`src/rtl/fifo_stream_reader.sv`:
```
// fifo_stream_reader: 2-entry skid buffer that reads fifo_sync (1-cycle rdata latency)
// and presents a valid/ready stream with a synchronous flush.
// Optional transfer counter xfer_cnt is built only when FIFO_READER_CNT_EN is defined.
module fifo_stream_reader #(
    parameter int DATA_W = 8,
    parameter int CNT_W  = 16
) (
    input  logic              clk,
    input  logic              rst_n,
    input  logic              fifo_empty,
    output logic              fifo_ren,
    input  logic [DATA_W-1:0] fifo_rdata,
    input  logic              fifo_rvalid,
    input  logic              flush,
    output logic [DATA_W-1:0] m_data,
    output logic              m_valid,
    input  logic              m_ready
`ifdef FIFO_READER_CNT_EN
   ,output logic [CNT_W-1:0]  xfer_cnt
`endif
);
    logic [DATA_W-1:0] mem [2];
    logic [1:0]        cnt;
    logic              rd_ptr;
    logic              wr_ptr;
    logic              push;
    logic              pop;

    // Handshake and read-ahead: a read is issued only if the word it returns is sure to fit.
    always_comb begin
        m_valid  = (cnt != 2'd0) & ~flush;
        m_data   = mem[rd_ptr];
        pop      = m_valid & m_ready;
        push     = fifo_rvalid & ~flush;
        fifo_ren = rst_n & ~flush & ~fifo_empty & ((cnt + {1'b0, fifo_rvalid} < 2'd2) | pop);
    end

    // Buffer storage, pointers and occupancy; flush empties the buffer and drops the arriving word.
    always_ff @(posedge clk or negedge rst_n) begin
        if (!rst_n) begin
            mem[0] <= '0;
            mem[1] <= '0;
            cnt    <= 2'd0;
            rd_ptr <= 1'b0;
            wr_ptr <= 1'b0;
        end else if (flush) begin
            cnt    <= 2'd0;
            rd_ptr <= 1'b0;
            wr_ptr <= 1'b0;
        end else begin
            if (push) mem[wr_ptr] <= fifo_rdata;
            cnt    <= cnt + {1'b0, push} - {1'b0, pop};
            rd_ptr <= rd_ptr ^ pop;
            wr_ptr <= wr_ptr ^ push;
        end
    end

    // The read-ahead rule must never let a returning word land in a full buffer.
    always @(posedge clk) begin
        if (rst_n && !flush) assert (cnt + {1'b0, push} - {1'b0, pop} <= 2'd2);
    end

`ifdef FIFO_READER_CNT_EN
    // Accepted-transfer counter; wraps naturally and survives flush.
    always_ff @(posedge clk or negedge rst_n) begin
        if (!rst_n) xfer_cnt <= '0;
        else if (pop) xfer_cnt <= xfer_cnt + CNT_W'(1);
    end
`endif
endmodule

```
`config.mk`:
```
export PLATFORM = sky130hd
export DESIGN_NAME = fifo_stream_reader
export DESIGN_NICKNAME = d
export VERILOG_FILES = /design/src/rtl/fifo_stream_reader.sv
export SDC_FILE = /design/constraint.sdc
export NUM_CORES = 1
export LEC_CHECK = 0
export ABC_AREA = 1
export CELL_PAD_IN_SITES_DETAIL_PLACEMENT = 2
export CELL_PAD_IN_SITES_GLOBAL_PLACEMENT = 2
export CORE_AREA = 8 8 87 58
export CTS_BUF_LIST = sky130_fd_sc_hd__clkbuf_4
export CTS_CLUSTER_DIAMETER = 50
export CTS_CLUSTER_SIZE = 10
export DETAILED_ROUTE_END_ITERATION = 7
export DIE_AREA = 0 0 95 66
export PLACE_DENSITY_LB_ADDON = 0.1
export SLEW_MARGIN = 40
export SYNTH_ARGS = -nofsm -noshare
export SYNTH_HDL_FRONTEND = slang
export SYNTH_SLANG_ARGS = --single-unit
```
`constraint.sdc`:
```
create_clock -name clk -period 1.6 [get_ports clk]
set_clock_uncertainty 0.15 [all_clocks]
set_input_delay 0.16 -clock clk [delete_from_list [all_inputs] [get_ports clk]]
set_output_delay 0.16 -clock clk [all_outputs]
set_load 0.05 [all_outputs]
```
# After elaboration in Yosys (flattened, before gate mapping)
# Index checks and enable logic that the tools add are counted.
# totals
register_bits	20
output_inout_bits	10
# classes
addsub	3
muxes	9
n_reduce_logical	3
n_lt_le_gt_ge	4
bitwise	13
# ops
cell	count
8-bit 2-to-1 mux	4
16-bit bitwise mux	1
8-bit demux with 1-bit select	1
1-bit bitwise AND	6
2-bit by 1-bit adder with 2-bit output	2
2-bit >= comparator (second input constant)	2
1-bit inverter with 2-bit output	2
2-bit by 1-bit less-than comparator with 1-bit output (second input constant)	1
2-bit less-than comparator (second input constant)	1
1-bit 2-to-1 mux	2
2-bit 2-to-1 mux	1
1-bit inverter	2
2-bit AND reduction	1
2-bit nonzero test	1
2-bit by 1-bit subtractor with 2-bit output	1
1-bit bitwise XOR	2
1-bit logical AND	1
1-bit OR	1

# Depth between registers and ports, before layout
# Gate-level depths: netlist of run 1.
# depth
word_depth	6
mapped_depth	10
depth_no_buf	10

# Least setup slack after synthesis of run 1
# No wires, ideal clock.
# synth_path
path_type	register -> output
start	register rd_ptr
end	output m_data[0]
stages_incl_launch_ff	3
arrival_time_ns	1.590
slack_ns	-0.300
cell_sequence	dfrtp_1 > buf_2 > o21ai_0
# synth_via
elab_chain_len	4
# synth_rtl
element	line	text
start: declaration	24	logic rd_ptr;
start signal: assignment	53	rd_ptr <= rd_ptr ^ pop;
1-bit inverter with 2-bit output (not written as such)	32	m_data = mem[rd_ptr];
8-bit 2-to-1 mux (not written as such) (3 in series)	32	
end: declaration	15	output logic [DATA_W-1:0] m_data,
# No other way between the ends. The select of a mux whose other input is x is not followed.

# Worst setup path after layout of run 1
# layout_path
start	register rd_ptr
end	output m_data[1]
# The elaborated chain is that of the path after synthesis.

==> flow_summary_export.csv, run 1 <==
group,metric,value,unit
floorplanning,dieWidth,95,um
pwr,power.total,2.008,mW
final_layout,fin_util,46.46,%
worst_setup_path,worst-setup-path-type,"reg -> out",
sta,max_slew_margin,80.85,%
sta,tightest_slew,287.3,ps
pwr,ir_drop,0.5560,mV
synthesis,synthXorXnorAreaFrac,0,%
synthesis,synthArstFlopShare,100.0,%
routing,routed_via_density,4.356,
sta,period_needed,1682,ps
final_layout,multiInputGateArea,574.3,um^2
floorplanning,initial_utilization,25.50,%
synthesis,ys.flop_type,"dfrtp_1",
synthesis,synthAdderAreaFrac,5.096,%
pwr,p_per_area,1122,nW/um^2
grt,gr-total-overflow,0,
synthesis,yosys.area.top_type_share,50.96,%
placed_design,placed_cells,190,
status,failed_checks,"negative setup slack",
routing,avgRoutedWirePerCell,16.50,um
routing,drt_iter0_drc,4,
placed_design,place_hpwl,2276,um
grt,antenna_found_initial,0,
final_layout,diodes,0,
synthesis,synth-seq-cells,20,
synthesis,synth.largest_area_cell,"dfrtp_1",
floorplanning,pin_count,24,
grt,first_global_vias,1033,
final_layout,fillers,391,
routing,vias,880,
cts,cts_tree,"built",
synthesis,yosysSeqAreaShare,50.96,%
grt,grtUsageMet2,17.70,%
sta,fin_hold_ws,149.3,ps
sta,finalHoldViolCount,0,
synthesis,syn-cell-area,982.2,um^2
synthesis,synth_edf_count,0,
floorplanning,core_area,3851,um^2
grt,grt_pass1_wl,5333,um
routing,drt_pass1_iterations,4,
worst_setup_path,arrival,1370,ps
grt,grt_max_degree,21,
placed_design,port_buffers,23,
floorplanning,dieArea,6270,um^2
synthesis,synth.distinct_cells,17,
sta,rsz0062_at_grt,"yes",
synthesis,synth_nets,127,
sta,drv_slew,0,
cts,cts-root-buf,"clkbuf_4",
synthesis,synth_top_family_by_area,"simple AND/OR/NAND/NOR gates",
worst_setup_path,cp-end-kind,"output pin",
sta,finalSetupViolations,9,
cts,cts.clk_slew.worst_paths,120,ps
routing,routed_wirelength,3334,um
final_layout,fin_nets,171,
sta,fin_crit_sh,105.1,%
cts,cts.path.max_buffers,2,
synthesis,avgSynthCellArea,9.011,um^2
cts,htreeDepth,1,
synthesis,synthMuxAreaShare,9.172,%
synthesis,post-synth-top-count-cell,"nand2_1",
worst_hold_path,hold_class,"in -> async",
synthesis,synthTopCellsByCount,"25 x nand2_1, 20 x dfrtp_1, 16 x inv_1",
synthesis,synthSimpleGateAreaFrac,15.92,%
grt,grt_usage,11.35,%
cts,cts_buffers,3,
sta,setup_ws,-81.87,ps
status,outcome,"finished, violations left",
floorplanning,fp.dieH,66,um
grt,met3_usage,4.082,%
floorplanning,rows,18,
final_layout,final_layout_size_suffix_gt1_share,49.34,%
sta,max_freq,0.5946,GHz
synthesis,yosys_warnings,0,
worst_setup_path,worst-path-max-fanout,8,
cts,clk_latency,310,ps
run,drv_cap,0,
routing,remaining_drc_errors,0,
cts,cts_sinks,20,
grt,busiest_layer,"met2",
grt,grtUsageMet1,14.73,%
placed_design,place.gp.congestion,0.7098,
final_layout,seq_area,504.2,um^2
worst_setup_path,required,1290,ps
final_layout,instances_no_fill,202,
placed_design,dpl_worst_slack,-293.4,ps
synthesis,syn_inst,109,
final_layout,areaGrowthSynthToFinish,82.17,%
worst_setup_path,critPathLaunchType,"flop",
synthesis,synth-compound-area-share,9.682,%
routing,ant_nets,0,
pwr,p_leak,0.8089,nW
synthesis,ys_top_cells_by_area,"dfrtp_1 51%, nand2_1 9.6%, mux2_2 9.2%",
-- layout by cell type (no fill, tap or decap), drive strengths merged --
master         Yosys  routed
buf                4      30
nand2             26      26
dfrtp             20      20
inv               18      18
o21ai             16      16
clkdlybuf4s50      0      13
mux2               8       8
nor2               5       5
ha                 4       4
nand3              3       3
clkbuf             0       3
a21oi              3       3
nand4              1       1
or2                1       1
bufinv             0       1
-- repair_timing --
item,in CTS,in global routing
pin swaps,9,5
setup buffers,6,2
hold buffers,0,0
endpoints found under the setup margin,12,20
resized for setup,43,13
-- sequential cells by signal, indices dropped and copies added (netlist names) --
name / flops
rd_ptr: 1
wr_ptr: 1
cnt: 2
mem: 16
-- layout make-up --
cell class	count	area share, %
Clock buffer	3	1.259
Clock inverter	1	1.678
Inverter	18	3.776
Multi-Input combinational cell	67	32.10
Sequential cell	20	28.18
Tap cell	50	3.496
Timing Repair Buffer	43	29.51
-- routing by layer --
| layer | wire length [um] | vias up |
|---|---|---|
| li1 | - | 426 |
| met1 | 1590 | 436 |
| met2 | 1575 | 14 |
| met3 | 148 | 4 |
| met4 | 19 | 0 |
| met5 | 0 | - |
-- logic make-up (layout without fill, tap and decap cells) --
kind of cell / after synthesis / after routing
compound gates: 19 / 19
fa+ha+maj: 4 / 4
buf+inv: 22 / 65
flops: 20 / 20
mux: 8 / 8
simple gates: 36 / 36
-- path summary, 6_finish.rpt --
| check | start | to | slack [ps] | cells after the start |
|---|---|---|---|---|
| max | rd_ptr | m_data[1] | -80 | 3 |
| max reg2reg | cnt[0] | cnt[0] | 30 | 9 |
| min in group clk | fifo_rdata[1] | mem[9] | 270 | 3 |
| max in group asynchronous | rst_n | rd_ptr | 920 | 2 |
| min | rst_n | mem[14] | 150 | 2 |
| min reg2reg | mem[3] | mem[3] | 390 | 1 |
-- where the power goes --
group / total (mW) / internal [mW] / switching (mW)
sequential: 0.695 / 0.618 / 0.0775
combinational: 0.891 / 0.448 / 0.443
clock: 0.421 / 0.254 / 0.167
total: 2.01 / 1.32 / 0.688
-- critical path: stages (launching register included) --
cell and delay [ps]:
dfrtp_4 570, buf_12 180, o21ai_4 140, buf_12 150
-- metrics by stage --
step / setup TNS [ps] / area (um^2)
2_1_floorplan: -1802 / 993.5
3_3_place_gp: -2617 / 1466
3_5_place_dp: -4178 / 1466
4_1_cts: -702.9 / 1725
5_1_grt: -1217 / 1789
6_report: -557.0 / 1789
Power figures use the tool's default switching activity.
==> run 2: changes to the inputs <==
Settings changed: HOLD_SLACK_MARGIN from default to 0.1.
==> results of run 2 <==
The final DEF is identical to that of run 1; final timing and power are the same.
==> run 3: changes to the inputs <==
Settings changed: CORE_AREA 8 8 87 58 to 8 8 82 62, DIE_AREA 0 0 95 66 to 0 0 90 70.
==> flow_summary_export.csv, run 3 (synthesized netlist as in run 1, its figures left out) <==
group,metric,value,unit
floorplanning,core_area,3804,um^2
cts,clk_latency,300,ps
sta,fin_crit_sh,103.1,%
floorplanning,dieWidth,90,um
routing,routed_via_density,4.423,
worst_setup_path,required,1290,ps
sta,tightest_slew,283.9,ps
final_layout,areaGrowthSynthToFinish,77.71,%
cts,htreeDepth,1,
floorplanning,rows,19,
pwr,p_per_area,1034,nW/um^2
sta,rsz0062_at_grt,"yes",
final_layout,top_regs,"mem (16), cnt (2)",
placed_design,place.gp.congestion,0.6919,
run,drv_cap,0,
routing,routed_wirelength,3245,um
final_layout,fin_util,45.89,%
cts,cts_buffers,3,
placed_design,dpl_worst_slack,-278.6,ps
worst_setup_path,reg2reg_to,"cnt[0]",
grt,antenna_found_initial,0,
floorplanning,fp.dieH,70,um
final_layout,most-common-layout-cells,"19 x dfrtp_1, 16 x nand2_1, 13 x clkdlybuf4s50_1, 12 x inv_1, 12 x buf_12",
sta,max_freq,0.6063,GHz
sta,drv_slew,0,
routing,drt_iter0_drc,15,
routing,drt_pass1_iterations,2,
sta,max_slew_margin,81.07,%
floorplanning,initial_utilization,25.82,%
worst_hold_path,hold_class,"in -> async",
grt,gr-total-overflow,0,
cts,cts_hold_buffers,0,
grt,grt_max_degree,21,
sta,finalSetupViolations,10,
grt,grt_pass1_wl,4968,um
worst_setup_path,arrival,1340,ps
routing,vias,889,
worst_setup_path,critPathLaunchType,"flop",
final_layout,largest_register_ffs,16,
sta,period_needed,1649,ps
worst_setup_path,r2r_slack,40,ps
pwr,p_leak,0.7577,nW
routing,remaining_drc_errors,0,
worst_setup_path,worst-path-max-fanout,4,
grt,grt_usage,9.860,%
final_layout,diodes,0,
pwr,power.total,1.804,mW
floorplanning,pin_count,24,
cts,cts.clk_slew.worst_paths,120,ps
routing,ant_nets,0,
placed_design,place_hpwl,2260,um
status,failed_checks,"negative setup slack",
floorplanning,dieArea,6300,um^2
routing,avgRoutedWirePerCell,16.14,um
cts,cts_sinks,20,
final_layout,final_layout_size_suffix_gt1_share,47.65,%
worst_setup_path,worst-setup-path-type,"reg -> out",
cts,cts.path.max_buffers,2,
cts,cts-root-buf,"clkbuf_4",
final_layout,fin_nets,168,
final_layout,final_common_cell,"dfrtp_1",
final_layout,largest-register,"mem",
sta,finalHoldViolCount,0,
cts,cts_tree,"built",
placed_design,postPlaceCellArea,1446,um^2
final_layout,stdcell_area,1745,um^2
worst_setup_path,cp_cell_sequence,"clkbuf_16 > o21ai_4 > buf_12",
worst_setup_path,cp-end-kind,"output pin",
pwr,ir_drop,0.5175,mV
status,outcome,"finished, violations left",
worst_setup_path,worstSetupStartpoint,"rd_ptr",
grt,first_global_vias,985,
worst_setup_path,cp_slowest_cell,"dfrtp_4",
worst_setup_path,rr_worst_depth,9,
worst_setup_path,r2r-start,"cnt[1]",
sta,setup_ws,-49.40,ps
worst_setup_path,cpPeakStageDelay,540,ps
worst_setup_path,endpoint,"m_data[5]",
placed_design,port_buffers,23,
[run 3: cell count changes in the layout (fill, tap and decap cells not counted), moves of 2 or more]
cell / previous run / this run
buf_6: 4 / 2
nand2_2: 7 / 9
buf_4: 13 / 11
nand2_4: 4 / 1
[run 3: per-layer routing]
metal	vias up	routed length (um)	GRT usage, %	part of all wire (%)
li1	422	-	-	-
met1	451	1452	10.67	45
met2	12	1682	17.83	52
met3	4	77	3.095	2.4
met4	0	32	3.309	0.99
met5	-	0	0	0
[run 3: layout make-up]
type / count / area [um^2]
clock buffers: 3 / 22.52
clock inverters: 1 / 3.754
fillers: 402 / 2058
inverters: 18 / 70.07
multi-input cells: 67 / 564.3
flip-flops and latches: 20 / 504.2
well taps: 52 / 65.06
repair buffers: 40 / 515.5
[run 3: worst max-delay path, delay by kind of cell, from the launching register on]
| family | cells | cell delay, ps |
|---|---|---|
| flops | 1 | 540 |
| compound gates | 1 | 160 |
| buf+inv | 2 | 330 |
[run 3: per-stage QoR]
step | TNS [ps] | cells | hold WS (ps)
floorplan | -1802 | 109 | -285.6
global placement | -3313 | 189 | 342.2
detailed placement | -4021 | 189 | 349.5
CTS | -624.3 | 196 | 100.8
global route | -1007 | 201 | 105.0
finish | -307.0 | 201 | 90.25
[run 3: what timing repair did]
action | CTS | global route
pin swaps | 5 | 10
buffers inserted | 3 | 4
gates cloned | 0 | 1
gates resized for setup | 17 | 32
setup endpoints to repair | 12 | 19
[run 3: power breakdown]
part / internal, mW / switching (mW)
logic: 0.431 / 0.438
clock network: 0.0911 / 0.160
registers: 0.618 / 0.0665
total: 1.14 / 0.664
[run 3: how the worst min path moves through the flow]
stage | from | slack [ps] | end
2_1_floorplan | rst_n | -290 | cnt[0]
3_3_place_gp | mem[5] | 340 | mem[5]
3_5_place_dp | mem[6] | 350 | mem[6]
4_1_cts | rst_n | 100 | mem[1]
5_1_grt | rst_n | 110 | mem[10]
6_report | rst_n | 90 | mem[1]
